File: config.mk
export PLATFORM = sky130hd
export DESIGN_NAME = spi_byte_sequencer
export DESIGN_NICKNAME = d
export VERILOG_FILES = /design/src/rtl/spi_seq_pkg.sv /design/src/rtl/spi_seq_buf.sv /design/src/rtl/spi_byte_sequencer.sv
export SDC_FILE = /design/constraint.sdc
export NUM_CORES = 1
export LEC_CHECK = 0
export ABC_AREA = 0
export BUFFER_PORTS_ARGS = -buffer_cell sky130_fd_sc_hd__buf_2
export CAP_MARGIN = 20
export CORE_MARGIN = 3
export CORE_UTILIZATION = 41
export CTS_CLUSTER_DIAMETER = 50
export CTS_CLUSTER_SIZE = 24
export DETAILED_ROUTE_END_ITERATION = 7
export PLACE_DENSITY = 0.69
export SYNTH_ARGS = -nofsm -noshare
export SYNTH_HDL_FRONTEND = slang
export SYNTH_SLANG_ARGS = --single-unit
File: constraint.sdc
create_clock -name i_sys_clk -period 1.9 [get_ports i_sys_clk]
set_input_delay 0.19 -clock i_sys_clk [delete_from_list [all_inputs] [get_ports i_sys_clk]]
set_output_delay 0.19 -clock i_sys_clk [all_outputs]
set_load 0.005 [all_outputs]
File: src/rtl/spi_seq_pkg.sv
// Shared types and default sizing for the SPI byte sequencer.
package spi_seq_pkg;

    localparam int unsigned SEQ_DATA_WIDTH = 8;
    localparam int unsigned SEQ_DEPTH      = 16;

    typedef enum logic [2:0] {
        ST_IDLE   = 3'd0,
        ST_LAUNCH = 3'd1,
        ST_WAIT   = 3'd2,
        ST_GAP    = 3'd3,
        ST_FINISH = 3'd4
    } seq_state_e;

endpackage

File: src/rtl/spi_seq_buf.sv
// DEPTH x DATA_WIDTH register file: one write port, one registered read port
// with read enable. Contents and read register clear on reset.
module spi_seq_buf #(
    parameter int unsigned DATA_WIDTH = 8,
    parameter int unsigned DEPTH      = 16
) (
    input  logic                     i_sys_clk,
    input  logic                     i_reset_n,
    input  logic                     wr_en_i,
    input  logic [$clog2(DEPTH)-1:0] wr_addr_i,
    input  logic [DATA_WIDTH-1:0]    wr_data_i,
    input  logic                     rd_en_i,
    input  logic [$clog2(DEPTH)-1:0] rd_addr_i,
    output logic [DATA_WIDTH-1:0]    rd_data_o
);

    logic [DATA_WIDTH-1:0] mem_q [DEPTH];
    logic [DATA_WIDTH-1:0] rd_data_q;

    // Storage array: written on wr_en_i, zeroed by reset.
    always_ff @(posedge i_sys_clk or negedge i_reset_n) begin
        if (!i_reset_n) begin
            for (int i = 0; i < int'(DEPTH); i++) begin
                mem_q[i] <= '0;
            end
        end else if (wr_en_i) begin
            mem_q[wr_addr_i] <= wr_data_i;
        end
    end

    // Registered read; a same-edge write shows up on the following read.
    always_ff @(posedge i_sys_clk or negedge i_reset_n) begin
        if (!i_reset_n) begin
            rd_data_q <= '0;
        end else if (rd_en_i) begin
            rd_data_q <= mem_q[rd_addr_i];
        end
    end

    assign rd_data_o = rd_data_q;

endmodule

File: src/rtl/spi_byte_sequencer.sv
// Sequences up to DEPTH bytes from a TX buffer through an external SPI byte
// driver, storing returned bytes in an RX buffer.
//
// state  | meaning
// -------+-----------------------------------------------------------
// IDLE   | waiting for start; buffers host-accessible
// LAUNCH | load spi_tx_data from tx_buf[idx], pulse spi_en next cycle
// WAIT   | waiting for spi_done or timeout
// GAP    | GAP_CYCLES idle cycles before the next byte
// FINISH | register done pulse and drop busy
module spi_byte_sequencer
    import spi_seq_pkg::*;
#(
    parameter int unsigned DATA_WIDTH = SEQ_DATA_WIDTH,
    parameter int unsigned DEPTH      = SEQ_DEPTH,
    parameter int unsigned GAP_CYCLES = 4,
    parameter int unsigned TIMEOUT    = 4096
) (
    input  logic                       i_sys_clk,
    input  logic                       i_reset_n,
    input  logic                       wr_en,
    input  logic [$clog2(DEPTH)-1:0]   wr_addr,
    input  logic [DATA_WIDTH-1:0]      wr_data,
    input  logic [$clog2(DEPTH)-1:0]   rd_addr,
    output logic [DATA_WIDTH-1:0]      rd_data,
    input  logic                       start,
    input  logic [$clog2(DEPTH):0]     len,
    output logic                       busy,
    output logic                       done,
    output logic                       err,
    output logic                       spi_en,
    output logic [DATA_WIDTH-1:0]      spi_tx_data,
    input  logic                       spi_done,
    input  logic [DATA_WIDTH-1:0]      spi_rx_data
);

    localparam int unsigned AW = $clog2(DEPTH);
    localparam int unsigned LW = AW + 1;
    localparam int unsigned TW = (TIMEOUT > 1) ? $clog2(TIMEOUT) : 1;
    localparam int unsigned GW = (GAP_CYCLES > 1) ? $clog2(GAP_CYCLES) : 1;

    localparam logic [LW-1:0] DEPTH_L  = LW'(DEPTH);
    localparam logic [TW-1:0] TMO_LAST = TW'(TIMEOUT - 1);
    localparam logic [GW-1:0] GAP_LOAD = GW'((GAP_CYCLES > 0) ? GAP_CYCLES - 1 : 0);

    seq_state_e    state_q, state_d;
    logic [LW-1:0] len_q, len_d;
    logic [AW-1:0] idx_q, idx_d;
    logic [TW-1:0] tmo_q, tmo_d;
    logic [GW-1:0] gap_q, gap_d;
    logic          busy_q, busy_d;
    logic          done_q, done_d;
    logic          err_q, err_d;
    logic          spi_en_q, spi_en_d;
    logic          tx_rd_en;
    logic          rx_wr_en;
    logic          tx_wr_en;
    logic          len_ok;
    logic          last_byte;

    assign len_ok    = (len != '0) && (len <= DEPTH_L);
    assign last_byte = ({1'b0, idx_q} == (len_q - LW'(1)));
    // Host writes are blocked for the whole transfer so the TX data cannot shift under the driver.
    assign tx_wr_en  = wr_en && !busy_q;

    // Next-state and datapath control.
    always_comb begin
        state_d  = state_q;
        len_d    = len_q;
        idx_d    = idx_q;
        tmo_d    = tmo_q;
        gap_d    = gap_q;
        busy_d   = busy_q;
        done_d   = 1'b0;
        err_d    = err_q;
        spi_en_d = 1'b0;
        tx_rd_en = 1'b0;
        rx_wr_en = 1'b0;
        case (state_q)
            ST_IDLE: begin
                if (start) begin
                    if (len_ok) begin
                        len_d   = len;
                        idx_d   = '0;
                        err_d   = 1'b0;
                        busy_d  = 1'b1;
                        state_d = ST_LAUNCH;
                    end else begin
                        err_d = 1'b1;
                    end
                end
            end
            ST_LAUNCH: begin
                tx_rd_en = 1'b1;
                spi_en_d = 1'b1;
                tmo_d    = '0;
                state_d  = ST_WAIT;
            end
            ST_WAIT: begin
                if (spi_done) begin
                    rx_wr_en = 1'b1;
                    if (last_byte) begin
                        state_d = ST_FINISH;
                    end else begin
                        idx_d = idx_q + AW'(1);
                        if (GAP_CYCLES == 0) begin
                            state_d = ST_LAUNCH;
                        end else begin
                            gap_d   = GAP_LOAD;
                            state_d = ST_GAP;
                        end
                    end
                end else if (tmo_q == TMO_LAST) begin
                    err_d   = 1'b1;
                    state_d = ST_FINISH;
                end else begin
                    tmo_d = tmo_q + TW'(1);
                end
            end
            ST_GAP: begin
                if (gap_q == '0) begin
                    state_d = ST_LAUNCH;
                end else begin
                    gap_d = gap_q - GW'(1);
                end
            end
            ST_FINISH: begin
                done_d  = 1'b1;
                busy_d  = 1'b0;
                state_d = ST_IDLE;
            end
            default: begin
                state_d = ST_IDLE;
            end
        endcase
    end

    // State and control registers.
    always_ff @(posedge i_sys_clk or negedge i_reset_n) begin
        if (!i_reset_n) begin
            state_q  <= ST_IDLE;
            len_q    <= '0;
            idx_q    <= '0;
            tmo_q    <= '0;
            gap_q    <= '0;
            busy_q   <= 1'b0;
            done_q   <= 1'b0;
            err_q    <= 1'b0;
            spi_en_q <= 1'b0;
        end else begin
            state_q  <= state_d;
            len_q    <= len_d;
            idx_q    <= idx_d;
            tmo_q    <= tmo_d;
            gap_q    <= gap_d;
            busy_q   <= busy_d;
            done_q   <= done_d;
            err_q    <= err_d;
            spi_en_q <= spi_en_d;
        end
    end

    // TX read register only advances in LAUNCH, so spi_tx_data holds between bytes.
    spi_seq_buf #(
        .DATA_WIDTH (DATA_WIDTH),
        .DEPTH      (DEPTH)
    ) u_tx_buf (
        .i_sys_clk  (i_sys_clk),
        .i_reset_n  (i_reset_n),
        .wr_en_i    (tx_wr_en),
        .wr_addr_i  (wr_addr),
        .wr_data_i  (wr_data),
        .rd_en_i    (tx_rd_en),
        .rd_addr_i  (idx_q),
        .rd_data_o  (spi_tx_data)
    );

    spi_seq_buf #(
        .DATA_WIDTH (DATA_WIDTH),
        .DEPTH      (DEPTH)
    ) u_rx_buf (
        .i_sys_clk  (i_sys_clk),
        .i_reset_n  (i_reset_n),
        .wr_en_i    (rx_wr_en),
        .wr_addr_i  (idx_q),
        .wr_data_i  (spi_rx_data),
        .rd_en_i    (1'b1),
        .rd_addr_i  (rd_addr),
        .rd_data_o  (rd_data)
    );

    assign busy   = busy_q;
    assign done   = done_q;
    assign err    = err_q;
    assign spi_en = spi_en_q;

endmodule

==> results of run 1 <==
sequential cells by signal, summed over array words and instances (netlist names):
register / count
u_rx_buf.mem_q: 128
u_tx_buf.mem_q: 128
tmo_q: 12
u_rx_buf.rd_data_o: 8
u_tx_buf.rd_data_o: 8
len_q: 5
idx_q: 4
state_q: 3
gap_q: 2
busy: 1
done: 1
err: 1
spi_en: 1
worst paths after layout:
check / slack (ns) / end
max: 0.02 / u_tx_buf.rd_data_o[3]$_DFFE_PN0P_
max reg2reg: 0.02 / u_tx_buf.rd_data_o[3]$_DFFE_PN0P_
max in group asynchronous: 1.01 / u_tx_buf.mem_q[100]$_DFFE_PN0P_
min in group asynchronous: 0.18 / u_rx_buf.mem_q[66]$_DFFE_PN0P_
min reg2reg: 0.49 / u_rx_buf.mem_q[37]$_DFFE_PN0P_
min: 0.13 / u_rx_buf.mem_q[11]$_DFFE_PN0P_
placed cells by master (no fill, tap or decap), types with 4 or more instances in the layout:
cell	count
sky130_fd_sc_hd__buf_12	13
sky130_fd_sc_hd__nand2_4	5
sky130_fd_sc_hd__buf_4	48
sky130_fd_sc_hd__inv_6	8
sky130_fd_sc_hd__clkbuf_16	35
sky130_fd_sc_hd__dfrtp_1	301
sky130_fd_sc_hd__mux4_2	72
sky130_fd_sc_hd__inv_1	10
sky130_fd_sc_hd__nor2_1	15
sky130_fd_sc_hd__nor3_1	17
sky130_fd_sc_hd__buf_2	52
sky130_fd_sc_hd__a21oi_1	4
sky130_fd_sc_hd__nor3_2	4
sky130_fd_sc_hd__a221o_1	8
sky130_fd_sc_hd__mux2_1	8
sky130_fd_sc_hd__mux2i_1	10
sky130_fd_sc_hd__dlygate4sd3_1	8
sky130_fd_sc_hd__mux2_2	243
sky130_fd_sc_hd__mux2_4	19
sky130_fd_sc_hd__nor2b_1	7
sky130_fd_sc_hd__nand2_2	11
sky130_fd_sc_hd__nand2_1	20
sky130_fd_sc_hd__xnor2_1	10
sky130_fd_sc_hd__nand3_1	9
sky130_fd_sc_hd__ha_1	5
sky130_fd_sc_hd__and2_4	4
sky130_fd_sc_hd__nand4_1	6
sky130_fd_sc_hd__clkbuf_1	4
report_power, final:
group / leakage (nW) / internal, mW / switching [mW]
logic: 3.07 / 3.65 / 2.31
clock network: 0.552 / 3.83 / 2.78
registers: 4.03 / 8.40 / 1.02
synth_stat cells (7+ instances only):
cell type,count
sky130_fd_sc_hd__clkbuf_1,32
sky130_fd_sc_hd__ha_1,7
sky130_fd_sc_hd__xnor2_1,10
sky130_fd_sc_hd__nand3_1,10
sky130_fd_sc_hd__dfrtp_1,302
sky130_fd_sc_hd__mux2_2,262
sky130_fd_sc_hd__inv_1,10
sky130_fd_sc_hd__nand2_2,13
sky130_fd_sc_hd__buf_2,14
sky130_fd_sc_hd__nor2b_1,8
sky130_fd_sc_hd__nor2_1,15
sky130_fd_sc_hd__and2_1,8
sky130_fd_sc_hd__mux2i_1,12
sky130_fd_sc_hd__a221o_1,8
sky130_fd_sc_hd__nand2_1,23
sky130_fd_sc_hd__nor3_1,19
sky130_fd_sc_hd__mux2_1,8
sky130_fd_sc_hd__mux4_2,72
cells by family (layout without fill, tap and decap cells):
group | after synthesis | after routing | share of synthesized area, %
adders and majority gates | 7 | 7 | 0.639
AOI/OAI and AO/OA | 25 | 25 | 1.45
xor gates and xnor gates | 12 | 12 | 0.767
muxes | 354 | 354 | 34.9
and+or+nand+nor | 123 | 123 | 5.17
DFF | 302 | 302 | 55.1
buffers and inverters | 63 | 193 | 1.96
layout make-up:
cell class                 count  area [um2]
clock buffer                  41         918
clock inverter                19         216
fill                        2806       16500
inverter                      11        41.3
multi-input combinational    521        6060
sequential                   302        7560
tap                          442         553
timing repair buffer         122         976
worst max-delay path, delay by kind of cell, from the launching register on:
family | cells | cell delay, ns
AO/OA/AOI/OAI | 1 | 0.33
buffers and inverters | 1 | 0.20
flip-flops | 1 | 0.42
multiplexers | 2 | 0.78
per-layer routing:
metal,vias up,part of all wire (%)
li1,3529,-
met1,4202,46
met5,-,0
met4,0,1.4
met3,32,3.4
met2,96,49
what timing repair did:
action / CTS / global route
hold buffers: 8 / 0
resized for setup: 1 / 46
hold endpoints to repair: 182 / 0
endpoints found under the setup margin: 6 / 157
pin swaps: 0 / 6
setup buffers: 0 / 2
stage by stage:
step | total power [mW] | worst slack [ns]
2_1_floorplan | 13.4 | 0.00740
3_3_place_gp | 15.0 | 0.0482
3_5_place_dp | 15.3 | -0.000374
4_1_cts | 22.0 | 0.00689
5_1_grt | 23.2 | -0.0363
6_report | 22.0 | 0.0245
==> summary by stage, run 1 <==
Placement
The instance count after placement with tap cells included is 1391. The post-placement cell area is about 15000 um2. In this run the tool buffered the top-level ports with 53 buffer cells.

After legalization and detailed placement, the total HPWL measured ~19 mm. The global placer's final weighted congestion is 0.783.

Floorplanning
During I/O placement, the number of pins put on the boundary was 54. The core region is approximately 33000 um2. The starting density of the core is approximately two fifths.

The die is 189 um tall. The die area is 35700 um2. The die is between 150 and 200 um wide. The number of rows in the core area is 66.

Drt
For this block, the initial DRC count from the detailed router was approximately 310. In the routed design, unresolved DRC markers number 0. The per-cell via count in the routed design is 5.39. The total vias in the final route is about 7900. The wire length reported by the detailed router is roughly 28 mm.

The number of nets with antenna violations after detailed routing is 0. The routed length per placed instance is between 15 and 20 um. The length of the first detailed-routing pass in iterations is 4.

Clock tree
The number of buffers inserted during clock tree synthesis is 34. The count of H-tree levels built during CTS is 2. After clock tree synthesis, the clock-pin slew on the worst setup and hold paths is around 0.070 ns. The clock sink count is around 300.

At the later pin of the worst-skew pair, clock insertion delay measures 0.52 ns. TritonCTS built the clock tree. The root cell of the clock tree is sky130_fd_sc_hd__clkbuf_16.

The clock passes through at most 3 buffers.

Synthesis
The synthesized area per cell is between 15 and 20 um2. The gate count of the mapped netlist is 886. Yosys mapped a number of flops with a built-in enable equal to 0. Synthesis inferred roughly 300 register bits. When the netlist entered floorplanning its net count stood at 927. Summed over its instances, the top area cell type makes up between 50% and 60% of the synthesized netlist area. The area of the mapped netlist is 13700 um2. The proportion of synthesized flip-flops having asynchronous set or reset is 100%. For this run, the register share of the synthesized area comes to 55.1%. The count of yosys warnings during synthesis is 0. The count of different cell masters after synthesis is 48. By area the synthesized netlist is led by sky130_fd_sc_hd__dfrtp_1 (55%), sky130_fd_sc_hd__mux2_2 (22%), sky130_fd_sc_hd__mux4_2 (12%). The main flop type after synthesis is sky130_fd_sc_hd__dfrtp_1. Of all cell types, the one taking the most synthesized area is sky130_fd_sc_hd__dfrtp_1.

Worst setup path
Among all stages on the critical path, the largest delay is contributed by sky130_fd_sc_hd__mux4_2. The longest individual stage delay on the worst path is 0.51 ns. For the worst setup path, the data arrival time is 2.27 ns. In this run the worst setup path begins at idx_q[0]$_DFFE_PN0P_. The signal on the critical path passes through buf_12, mux4_2, mux2_2, a221o_1.

The worst setup path is launched from a register. Data on the critical path is required at its endpoint by 2.30 ns. The classification of the worst setup path is register to register. Along the worst path, the maximum fanout reaches 17. The worst-case reg-to-reg path depth is 4. The kind of end point of the critical path is a register. The startpoint identified for the worst register-to-register timing path is idx_q[0]$_DFFE_PN0P_.

GRT
The initial antenna violation count is 0. For this run, the total global-route usage over all layers was measured as about 16%. The maximum number of pins on one net before global-route repair is 51. The global-route wire length before repair is about 46 mm.

The via count of the first global-routing pass is around 8400. The global-route met2 utilization is roughly 27%. In this run the most used layer during global routing was met2. The total grt overflow is 0.

The global-route track usage on met3 is 2.81%. The global-route track usage on met1 is ~22%.

Min path
The class of the most critical hold timing path is input port to register. The startpoint identified for the worst hold timing path is spi_rx_data[3]. The hold path depth is 2.

Timing
The final critical path time including I/O delays and setup is 1.88 ns. The share of the clock period used by the worst path after layout is between 90% and 100%. Setup repair after global routing could not meet its margin everywhere. The maximum clock frequency is about 530 MHz. The worst pin sits at a relative slew slack of just under 50%. Summed over all failing endpoints, the final setup total negative slack is 0 ns.

The worst hold margin is 0.129 ns. Setup violations remaining at the end of the flow were counted as 0. The number of hold violations in the final report is 0. For the pin with the worst max-slew slack, the measured transition is approximately 0.76 ns.

The number of max-slew violations in the final report was 0. For the final database, setup skew stands at ~0.028 ns.

Layout
The final net count is around 1000. The design area is between 15000 and 20000 um2. The area growth from synthesis to layout is 19.1%. Once layout is complete, the cells apart from fillers number 1458. The final core area utilization is between 40 and 50%. The count of inserted antenna diode cells is 0. The share of post-route cells with drive strength above 1 is between 50% and 60%.

Power
For this design the ratio of total power to cell area is between 1000 and 1500 nW/um2. The peak supply drop is between 0.9 and 1 mV. The static power due to leakage is between 7 and 8 nW.

Status
The flow ran to the end, and the final reports show no timing, DRC or antenna violations.

Job
Max-cap violations in this run came to 0.
Power figures use the tool's default switching activity.
==> run 2, diff against run 1 <==
--- a/config.mk
+++ b/config.mk
@@ -5,7 +5,7 @@
 export SDC_FILE = /design/constraint.sdc
 export NUM_CORES = 1
 export LEC_CHECK = 0
-export ABC_AREA = 0
+export ABC_AREA = 1
 export BUFFER_PORTS_ARGS = -buffer_cell sky130_fd_sc_hd__buf_2
 export CAP_MARGIN = 20
 export CORE_MARGIN = 3
==> summary by stage, run 2 <==
Status
Run status: complete, no violations (unchanged).

Floorplanning
The number of rows in the core area was 67 (was 66). The placeable core region was 33600 um2 (was 32800 um2). The die area is 36400 um2 (was 35700 um2). The die boundary width is 191 um (was 189 um). The total I/O pin count was 54 (unchanged). The overall die height is 191 um (was 189 um). The starting density of the core is 41.6% (was 41.8%).

Layout
The design area is 16200 um2 (was 16300 um2). The number of inserted filler cells in the final layout was 3188 (was 2806). The footprint of the multi-input gates is 5680 um2 (was 6060 um2). The final net count was 1791 (was 1033). The count of inserted antenna diode cells is 0 (unchanged). The sequential standard cell area is 7560 um2 (unchanged). The share of post-route cells with drive strength above 1 is 12.8% (was 54.0%). The most frequent standard cell in the layout excluding fill and tap cells is sky130_fd_sc_hd__nand2_1 (was sky130_fd_sc_hd__dfrtp_1). Commonest cells after routing, fill and taps aside: sky130_fd_sc_hd__nand2_1 (422), sky130_fd_sc_hd__o21ai_0 (331), sky130_fd_sc_hd__dfrtp_1 (301), sky130_fd_sc_hd__nor2_1 (207), sky130_fd_sc_hd__nand3_1 (75) (was sky130_fd_sc_hd__dfrtp_1 (301), sky130_fd_sc_hd__mux2_2 (243), sky130_fd_sc_hd__mux4_2 (72), sky130_fd_sc_hd__buf_2 (52), sky130_fd_sc_hd__buf_4 (48)). Biggest registers after layout: u_rx_buf.mem_q: 128 flops, u_tx_buf.mem_q: 128 flops, tmo_q: 12 flops (unchanged). The area growth from synthesis to layout is 15.6% (was 19.1%).

The final standard cell count with taps included and fillers excluded was 2223 (was 1458).

Job
The number of violations of the max-capacitance limit is 0 (unchanged).

GRT
The initial antenna violation count is 0 (unchanged). The maximum number of pins on one net before global-route repair is 66 (was 51). The global-route wire length before repair was 60.4 mm (was 46.5 mm). The total grt overflow is 0 (unchanged). The via count of the first global-routing pass is 11500 (was 8421). The aggregate global-route resource usage came to 20.2% (was 16.2%).

Worst setup path
Cell breakdown of the critical path: nor3_4, inv_4, nor2_8, inv_4, nor2_4, nand2_2, nand2_1, o21ai_2 (was buf_12, mux4_2, mux2_2, a221o_1). The internal reg-to-reg setup slack is 0.14 ns (was 0.02 ns). The kind of end point of the critical path was a register (unchanged). The arrival time at the worst endpoint is 2.20 ns (was 2.27 ns). The classification of the worst setup path is register to register (unchanged). The worst-case reg-to-reg path depth came to 8 (was 4). The largest delay contributor family on the critical path is simple AND/OR/NAND/NOR gates (was multiplexers). The cell with the biggest individual delay on the critical path is sky130_fd_sc_hd__dfrtp_1 (was sky130_fd_sc_hd__mux4_2). The top fanout value on the critical path is 16 (was 17).

The most common cell type on the critical path is sky130_fd_sc_hd__inv_4. The destination of the worst register-to-register timing path is u_rx_buf.mem_q[85]$_DFFE_PN0P_ (was u_tx_buf.rd_data_o[3]$_DFFE_PN0P_). The buffering stage count on the worst path with inverters included is 2 (was 1).

The startpoint kind of the worst setup timing path is a register (unchanged). The beginning of the worst register-to-register path is state_q[0]$_DFFE_PN0P_ (was idx_q[0]$_DFFE_PN0P_). The required time at the worst-slack endpoint is 2.34 ns (was 2.30 ns). The longest individual stage delay on the worst path is 0.44 ns (was 0.51 ns).

Min path
The end point of the most critical hold path is u_rx_buf.mem_q[80]$_DFFE_PN0P_ (was u_rx_buf.mem_q[11]$_DFFE_PN0P_). The start point of the worst min-delay path is spi_rx_data[0] (was spi_rx_data[3]). The hold path depth was 4 (was 2). The class of the most critical hold timing path is input port to register (unchanged).

Synthesis
The register bit count reported by yosys is 302 (unchanged). The main flop type after synthesis is sky130_fd_sc_hd__dfrtp_1 (unchanged). The count of yosys warnings during synthesis is 0 (unchanged). The sequential fraction of the synthesis area came to 54.0% (was 55.1%).

The area of the mapped netlist is 14000 um2 (was 13700 um2). The synthesized area per cell is 8.24 um2 (was 15.5 um2). Most frequent cells after synthesis: sky130_fd_sc_hd__nand2_1 (423), sky130_fd_sc_hd__o21ai_0 (331), sky130_fd_sc_hd__dfrtp_1 (302) (was sky130_fd_sc_hd__dfrtp_1 (302), sky130_fd_sc_hd__mux2_2 (262), sky130_fd_sc_hd__mux4_2 (72)).

The most used standard cell by instance count after synthesis is sky130_fd_sc_hd__nand2_1 (was sky130_fd_sc_hd__dfrtp_1). The proportion of synthesized flip-flops having asynchronous set or reset came to 100% (unchanged). The biggest area consumer among synthesized cells is sky130_fd_sc_hd__dfrtp_1 (unchanged). The count of different cell masters after synthesis was 31 (was 48).

Largest cells by area after synthesis: sky130_fd_sc_hd__dfrtp_1 (54%), sky130_fd_sc_hd__o21ai_0 (12%), sky130_fd_sc_hd__nand2_1 (11%) (was sky130_fd_sc_hd__dfrtp_1 (55%), sky130_fd_sc_hd__mux2_2 (22%), sky130_fd_sc_hd__mux4_2 (12%)). The top-area cell type share of the netlist area came to 54.0% (was 55.1%). The count of flip-flops with a built-in enable after synthesis was 0 (unchanged). The number of nets produced by synthesis is 1739 (was 927). The gate count of the mapped netlist came to 1698 (was 886).

Timing
RSZ-0062 raised after global routing: false (was true). The total negative slack for setup checks is 0 ns (unchanged). The worst setup skew after layout is 0.0251 ns (was 0.0280 ns). The minimum setup slack in the final design is 0.141 ns (was 0.0245 ns). The number of hold violations in the final report is 0 (unchanged). The share of the clock period used by the worst path after layout is 92.6% (was 98.7%).

The maximum clock frequency is 569 MHz (was 533 MHz). The final critical path time including I/O delays and setup came to 1.76 ns (was 1.88 ns). The number of setup violations in the final report was 0 (unchanged). The slew at the pin closest to its max-slew limit is 0.741 ns (was 0.757 ns). The worst max-slew margin expressed relative to the limit is 50.5% (was 48.8%). The number of max-slew violations in the final report was 0 (unchanged).

Clock tree
The count of buffers added by post-CTS timing repair for setup came to 0 (unchanged). The number of buffers inserted during clock tree synthesis came to 31 (was 34). The CTS tree is yes (unchanged). The count of H-tree levels built during CTS is 1 (was 2). The post-CTS clock slew at the launch and capture registers of the worst setup and hold paths came to 0.07 ns (about the same). The maximum clock insertion buffer count came to 3 (unchanged). The root cell of the clock tree is sky130_fd_sc_hd__clkbuf_16 (unchanged). The insertion delay of the later-clocked pin in the worst-skew pair is 0.59 ns (was 0.52 ns).

The clock sink count is 302 (unchanged).

Drt
The total vias in the final route is 11900 (was 7859). The wire length reported by the detailed router is 36.1 mm (was 28.1 mm). The number of nets with antenna violations after detailed routing is 0 (unchanged). The per-cell via count in the routed design is 5.37 (was 5.39). The starting DRC count in detailed routing is 950 (was 314). The routed length per placed instance is 16.3 um (was 19.3 um).

The length of the first detailed-routing pass in iterations is 7 (was 4). The DRC violations left is 0 (unchanged).

Power
The power share of the combinational group is 26.6% (was 27.1%). The sequential power share is 41.7% (was 42.8%). The reported net switching power is 7.23 mW (was 6.11 mW). The static power due to leakage is 7.58 nW (was 7.65 nW). The internal power is 14.0 mW (was 15.9 mW). The peak supply drop is 1.05 mV (was 0.902 mV).

The total power after layout is 21.2 mW (was 22.0 mW). The switching share of power is 34.0% (was 27.8%). The power density over cell area is 1310 nW/um2 (was 1350 nW/um2).

The share of total power in the clock network is 31.6% (was 30.1%).

Placement
The placement-stage worst setup slack is 0.125 ns (was -0.000374 ns). The placed wire-length estimate is 23.2 mm (was 18.9 mm). The global placer's final weighted congestion is 0.848 (was 0.783). The instance count after placement with tap cells included was 2156 (was 1391). The post-placement cell area is 14900 um2 (was 15000 um2). The total of buffers placed on input and output ports is 53 (unchanged).
[run 2: changes by cell type after synthesis, sizes merged, moves of 41 or more]
cell and delta:
o21ai +404, nand2 +399, mux2 -270, nor2 +196, mux4 -72, nand3 +65
inv +64, clkbuf +41
[run 2: kinds of logic (layout without fill, tap and decap cells)]
logic type,after synthesis,after routing,share of synthesized area [%]
xor gates and xnor gates,2,2,0.125
adders and majority gates,7,7,0.626
and+or+nand+nor,756,756,22.2
DFF,302,302,54.0
AOI/OAI and AO/OA,453,453,17.5
buffers and inverters,178,255,5.53
[run 2: metal layers]
metal  wire length, um  part of all wire, %  global-route usage [%]  vias up
met5                 0                    0                       0        -
met4              1050                  2.9                    5.87        0
met3              1950                  5.4                    2.56       66
met2             16700                   46                    33.0      355
met1             16500                   46                    28.4     5794
li1                  -                    -                       -     5720
[run 2: metrics by stage]
| step | hold slack (ns) | util (%) |
|---|---|---|
| 6_report | 0.0887 | 48.1 |
| 5_1_grt | 0.0899 | 48.1 |
| 4_1_cts | 0.0627 | 48.1 |
| 3_5_place_dp | 0.169 | 44.4 |
| 3_3_place_gp | 0.168 | 44.4 |
| 2_1_floorplan | -0.106 | - |
[run 2: final cells by class]
cell class              instances  area share [%]
flip-flops and latches        302            46.7
multi-input cells            1218            35.1
repair buffers                121            5.85
clock buffers                  35            5.01
well taps                     448            3.46
clock inverters                23            2.08
inverters                      76            1.79
[run 2: how the worst max path moves through the flow]
stage	cells after the start	end	start	slack [ns]
floorplan	10	u_rx_buf.mem_q[85]$_DFFE_PN0P_	idx_q[1]$_DFFE_PN0P_	0.03
global placement	13	idx_q[2]$_DFFE_PN0P_	len_q[0]$_DFFE_PN0P_	0.18
detailed placement	8	u_rx_buf.mem_q[85]$_DFFE_PN0P_	state_q[0]$_DFFE_PN0P_	0.12
CTS	8	u_rx_buf.mem_q[85]$_DFFE_PN0P_	state_q[0]$_DFFE_PN0P_	0.11
global route	9	u_rx_buf.mem_q[86]$_DFFE_PN0P_	state_q[1]$_DFFE_PN0P_	0.0007
finish	8	u_rx_buf.mem_q[85]$_DFFE_PN0P_	state_q[0]$_DFFE_PN0P_	0.14
[run 2: power by group through the flow]
stage,clock network [mW],logic [mW],registers (mW)
2_1_floorplan,0,3.84,8.72
3_3_place_gp,0,5.44,8.87
3_5_place_dp,0,5.60,8.94
4_1_cts,6.86,5.67,8.83
5_1_grt,7.17,6.49,9.03
6_report,6.72,5.66,8.86
[run 2: what timing repair did]
| action | CTS | global route |
|---|---|---|
| resized for setup | 0 | 3 |
| endpoints found under the hold margin | 234 | 0 |
| endpoints found under the setup margin | 0 | 8 |
| hold buffers | 9 | 0 |
[run 2: tightest hold or removal path: stages]
cell,delay (ns)
sky130_fd_sc_hd__buf_2,0.07
sky130_fd_sc_hd__inv_1,0.03
sky130_fd_sc_hd__buf_4,0.20
sky130_fd_sc_hd__o21ai_2,0.14
